File: src/rtl/sensor_cmd_pkg.sv
// Shared types for the sensor command arbiter.
// FSM state enum, empty-command code and a clog2 helper.
package sensor_cmd_pkg;

  typedef enum logic [1:0] {
    IDLE  = 2'd0,
    ARM   = 2'd1,
    ISSUE = 2'd2,
    COOL  = 2'd3
  } state_e;

  localparam int CODE_NONE = 0;

  function automatic int clog2(input int v);
    int r;
    r = 0;
    for (int i = 0; i < 31; i++) begin
      if ((1 << i) < v) r = i + 1;
    end
    return r;
  endfunction

endpackage

File: src/rtl/sensor_cmd_arbiter_prescaler.sv
// Free-running prescaler; one-clk tick when the counter is all-ones.
// Ports: clk, reset (sync, active-high), tick (1-clk pulse).
module tick_prescaler #(
  parameter int DIV_W = 16
) (
  input  logic clk,
  input  logic reset,
  output logic tick
);

  logic [DIV_W-1:0] cnt_q;

  always_ff @(posedge clk) begin
    if (reset) cnt_q <= '0;
    else       cnt_q <= cnt_q + 1'b1;
  end

  assign tick = &cnt_q;

endmodule

File: src/rtl/sensor_cmd_arbiter.sv
// Sensor-trigger arbiter: sync, confirm on ticks, issue command code.
// Ports: clk, reset, sens_in, cmd_ready / cmd_valid, cmd_code, busy.
// Build option CMD_LATCH_EN: cmd_code keeps last issued code when idle.
module sensor_cmd_arbiter
  import sensor_cmd_pkg::*;
#(
  parameter int N_CH    = 2,
  parameter int DIV_W   = 16,
  parameter int CONFIRM = 2,
  parameter int CODE_W  = 3
) (
  input  logic              clk,
  input  logic              reset,
  input  logic [N_CH-1:0]   sens_in,
  input  logic              cmd_ready,
  output logic              cmd_valid,
  output logic [CODE_W-1:0] cmd_code,
  output logic              busy
);

  localparam int CNT_W = clog2(CONFIRM + 1);
  localparam logic [CNT_W-1:0] CNT_MAX = CNT_W'(CONFIRM);

  if ((1 << CODE_W) <= N_CH) begin : g_code_w_chk
    $error("CODE_W too narrow for N_CH");
  end
  if (N_CH < 1 || N_CH > 7) begin : g_n_ch_chk
    $error("N_CH out of range 1..7");
  end
  if (CONFIRM < 1) begin : g_confirm_chk
    $error("CONFIRM must be >= 1");
  end

  logic tick;

  tick_prescaler #(
    .DIV_W (DIV_W)
  ) u_presc (
    .clk   (clk),
    .reset (reset),
    .tick  (tick)
  );

  logic [N_CH-1:0] s1_q;
  logic [N_CH-1:0] s2_q;

  always_ff @(posedge clk) begin
    if (reset) begin
      s1_q <= '0;
      s2_q <= '0;
    end else begin
      s1_q <= sens_in;
      s2_q <= s1_q;
    end
  end

  state_e            state_q, state_d;
  logic [CODE_W-1:0] sel_q, sel_d;
  logic [CNT_W-1:0]  cnt_q, cnt_d;
  logic              valid_q, valid_d;
  logic [CODE_W-1:0] code_q, code_d;
  logic [CODE_W-1:0] pick;
  logic [N_CH-1:0]   sel_sh;
  logic              sel_hit;

  // Lowest set index wins: scan from the top so bit 0 lands last.
  always_comb begin
    pick = '0;
    for (int i = N_CH - 1; i >= 0; i--) begin
      if (s2_q[i]) pick = CODE_W'(i);
    end
  end

  assign sel_sh  = s2_q >> sel_q;
  assign sel_hit = sel_sh[0];

  always_comb begin
    state_d = state_q;
    sel_d   = sel_q;
    cnt_d   = cnt_q;
    unique case (state_q)
      IDLE: begin
        if (tick && (|s2_q)) begin
          sel_d   = pick;
          cnt_d   = CNT_W'(1);
          state_d = (CONFIRM == 1) ? ISSUE : ARM;
        end
      end
      ARM: begin
        if (tick) begin
          if (sel_hit) begin
            if (cnt_q != CNT_MAX) cnt_d = cnt_q + 1'b1;
            if (cnt_d == CNT_MAX) state_d = ISSUE;
          end else begin
            state_d = IDLE;
            cnt_d   = '0;
          end
        end
      end
      // Evaluated every clk; a coincident tick is irrelevant here.
      ISSUE: begin
        if (valid_q && cmd_ready) state_d = COOL;
      end
      COOL: begin
        if (tick && !sel_hit) begin
          state_d = IDLE;
          cnt_d   = '0;
        end
      end
      default: state_d = IDLE;
    endcase
  end

  always_comb begin
    valid_d = (state_d == ISSUE);
`ifdef CMD_LATCH_EN
    code_d = code_q;
`else
    code_d = CODE_W'(CODE_NONE);
`endif
    if (state_d == ISSUE) code_d = sel_d + 1'b1;
  end

  always_ff @(posedge clk) begin
    if (reset) begin
      state_q <= IDLE;
      sel_q   <= '0;
      cnt_q   <= '0;
      valid_q <= 1'b0;
      code_q  <= CODE_W'(CODE_NONE);
    end else begin
      state_q <= state_d;
      sel_q   <= sel_d;
      cnt_q   <= cnt_d;
      valid_q <= valid_d;
      code_q  <= code_d;
    end
  end

  assign cmd_valid = valid_q;
  assign cmd_code  = code_q;
  assign busy      = (state_q != IDLE);

endmodule

File: config.mk
export PLATFORM = sky130hd
export DESIGN_NAME = sensor_cmd_arbiter
export DESIGN_NICKNAME = d
export VERILOG_FILES = /design/src/rtl/sensor_cmd_pkg.sv /design/src/rtl/sensor_cmd_arbiter_prescaler.sv /design/src/rtl/sensor_cmd_arbiter.sv
export SDC_FILE = /design/constraint.sdc
export NUM_CORES = 1
export LEC_CHECK = 0
export CORE_ASPECT_RATIO = 1.4
export CORE_MARGIN = 8
export CORE_UTILIZATION = 40
export CTS_CLUSTER_SIZE = 14
export DETAILED_ROUTE_END_ITERATION = 10
export SYNTH_ARGS = -nofsm -noshare
export SYNTH_HDL_FRONTEND = slang
export SYNTH_SLANG_ARGS = --single-unit
File: constraint.sdc
create_clock -name clk -period 2.3 [get_ports clk]
set_input_delay 0.23 -clock clk [delete_from_list [all_inputs] [get_ports clk]]
set_output_delay 0.23 -clock clk [all_outputs]
set_load 0.02 [all_outputs]
==> impl_metrics.json <==
{
  "worstPathRequired_ps": 2470,
  "wirelength_mm": 2.57,
  "max_freq_ghz": 0.481,
  "die_w_um": 64.6,
  "track_usage_pct": 9.98,
  "gr-usage-met3_pct": 4.70,
  "cts_resized": 0,
  "layout.nets": 161,
  "cts_root_buf": "clkbuf_8",
  "start_util_pct": 42.3,
  "power.density_nw_per_um2": 643,
  "drive_gt1_share_pct": 11.7,
  "avgSynthCellArea_um2": 9.50,
  "worstPathArrival_ps": 2250,
  "p_total_w": 0.000985,
  "final_max_slew_viol_count": 0,
  "syn2layout_area_growth_pct": 16.0,
  "grt_overflow_total": 0,
  "syn_inst": 139,
  "peakVddDrop_mv": 0.419,
  "vias": 1014,
  "hold_viol_final": 0,
  "grt_busiest_layer": "met2",
  "viasPerCell": 5.25,
  "finalSetupTns_ps": 0,
  "first_global_vias": 1021,
  "final_cell_mix": "dfxtp_1 (31), nor2_1 (21), xor2_1 (10), clkdlybuf4s50_1 (9), nor2b_1 (8)",
  "die_height_um": 84.0,
  "core_um2": 3120,
  "drv_cap": 0,
  "end_kind": "register",
  "slew_headroom_pct": 69.8,
  "period_needed_ps": 2080,
  "ys_warn_count": 0,
  "synth_area_um2": 1320,
  "p_leak_nw": 0.604,
  "remaining_drc_errors": 0,
  "netlist_top_cells_area": "dfxtp_1 (47%), xor2_1 (6.6%), nor2_1 (6.0%)",
  "ant_nets": 0,
  "yosys.area.top_type": "dfxtp_1",
  "pin_count": 10,
  "use_met1_pct": 8.95,
  "final_common_cell": "dfxtp_1",
  "clk_latency_ps": 280,
  "finalSetupViolCount": 0,
  "placed_area_um2": 1450,
  "cts_setup_buffers": 0,
  "dp_worst_setup_slack_ps": 259,
  "ys_types": 37,
  "synth_top_area_share_pct": 47.0,
  "holdCritPathClass": "register to register",
  "num_rows": 24,
  "tightestPinTransition_ps": 448,
  "min_period_over_period_pct": 90.4,
  "fin_area_um2": 1530,
  "grt_pass1_wl_mm": 4.26,
  "antenna_found_initial": 0,
  "synthArstFlopShare_pct": 0,
  "synth_top_flop_cell": "dfxtp_1",
  "status": "finished, final reports clean",
  "setup_slack_ps": 221,
  "drt_iter0_drc": 28,
  "dieArea_um2": 5420,
  "hold_buffers": 0,
  "cts.htree.levels": 2,
  "syn_nets": 147,
  "numCtsBuffers": 5,
  "clkSinkCount": 31,
  "n_antenna_cell": 0,
  "dpl.hpwl_mm": 1.91,
  "cts_tree": "done",
  "clk_path_buf_depth": 2,
  "synth_edf_count": 0,
  "seq_area_frac_synth_pct": 47.0,
  "criticalPathCategory": "register to register",
  "clk_pin_slew_ps": 70,
  "hold_slack_ps": 443,
  "start_kind": "register",
  "path_max_fanout": 6,
  "ys_ff_latch": 31,
  "grtUsageMet2_pct": 17.6,
  "dr.pass1.iters": 5,
  "wl_per_cell_um": 13.3,
  "grt_max_degree": 27,
  "gp_congestion": 0.806,
  "port_buffers": 9,
  "rsz0062_at_grt": "no",
  "fin_skew_ps": 4.27
}
cell usage after synthesis, types with 3 or more instances:
library cell and instances:
nand4_1 5, a21oi_1 3, nor2_1 21, ha_1 3, a31oi_1 4, xnor2_1 4, nor2b_1 8, o21ai_0 3
inv_1 5, xor2_1 10, nand3_1 6, dfxtp_1 31, nand2_1 7
report_power, final:
part | switching [W] | leakage [nW] | internal, W
logic | 0.0000135 | 0.305 | 0.0000152
clock network | 0.000199 | 0.0477 | 0.000207
registers | 0.00000615 | 0.251 | 0.000545
cells by family after synthesis:
kind of cell | count (synthesis) | synth area share [%]
compound gates | 14 | 6.73
xor+xnor | 14 | 9.29
fa+ha+maj | 3 | 2.84
buf+inv | 9 | 3.13
flops | 31 | 47.0
mux | 2 | 1.52
simple gates | 66 | 29.5
state kept, by name, indices dropped and copies added (netlist names):
name	flops
cmd_valid	1
s2_q	2
cmd_code	3
s1_q	2
u_presc.cnt_q	16
state_q	2
sel_q	3
cnt_q	2
worst max-delay path, stage by stage, from the launching register on:
cell and delay, ps:
dfxtp_1 460, nand4_4 190, nor4_4 410, and2_2 230, nand2_1 80, and2_1 160
ha_1 290, and2_1 150
area by class of cell:
| type | count | area (um2) |
|---|---|---|
| timing repair buffer | 10 | 97.6 |
| clock buffer | 5 | 68.8 |
| sequential | 31 | 621 |
| multi-input combinational | 99 | 658 |
| fill | 322 | 1590 |
| tap | 39 | 48.8 |
| inverter | 6 | 22.5 |
| clock inverter | 3 | 15.0 |
worst paths after layout:
kind / slack [ps] / from / end / cells after the start
worst max-delay path: 220 / u_presc.cnt_q[4]$_SDFF_PP0_ / cmd_code[1]$_SDFF_PP0_ / 7
worst min register to register: 440 / s1_q[0]$_SDFF_PP0_ / s2_q[0]$_SDFF_PP0_ / 1
worst min-delay path: 440 / s1_q[0]$_SDFF_PP0_ / s2_q[0]$_SDFF_PP0_ / 1
worst max register to register: 220 / u_presc.cnt_q[4]$_SDFF_PP0_ / cmd_code[1]$_SDFF_PP0_ / 7
per-stage QoR:
stage	utilization, %	std cells
after global routing	49.0	193
final	49.0	193
after floorplan	-	139
after CTS	49.0	193
after detailed placement	46.4	185
after global placement	46.4	185
layer usage:
| layer | share of wire [%] | routed length (um) |
|---|---|---|
| met3 | 5.4 | 140 |
| met5 | 0 | 0 |
| met4 | 2.3 | 59 |
| met2 | 53 | 1360 |
| met1 | 39 | 1010 |
No activity file was read; power rests on OpenSTA's default activity.
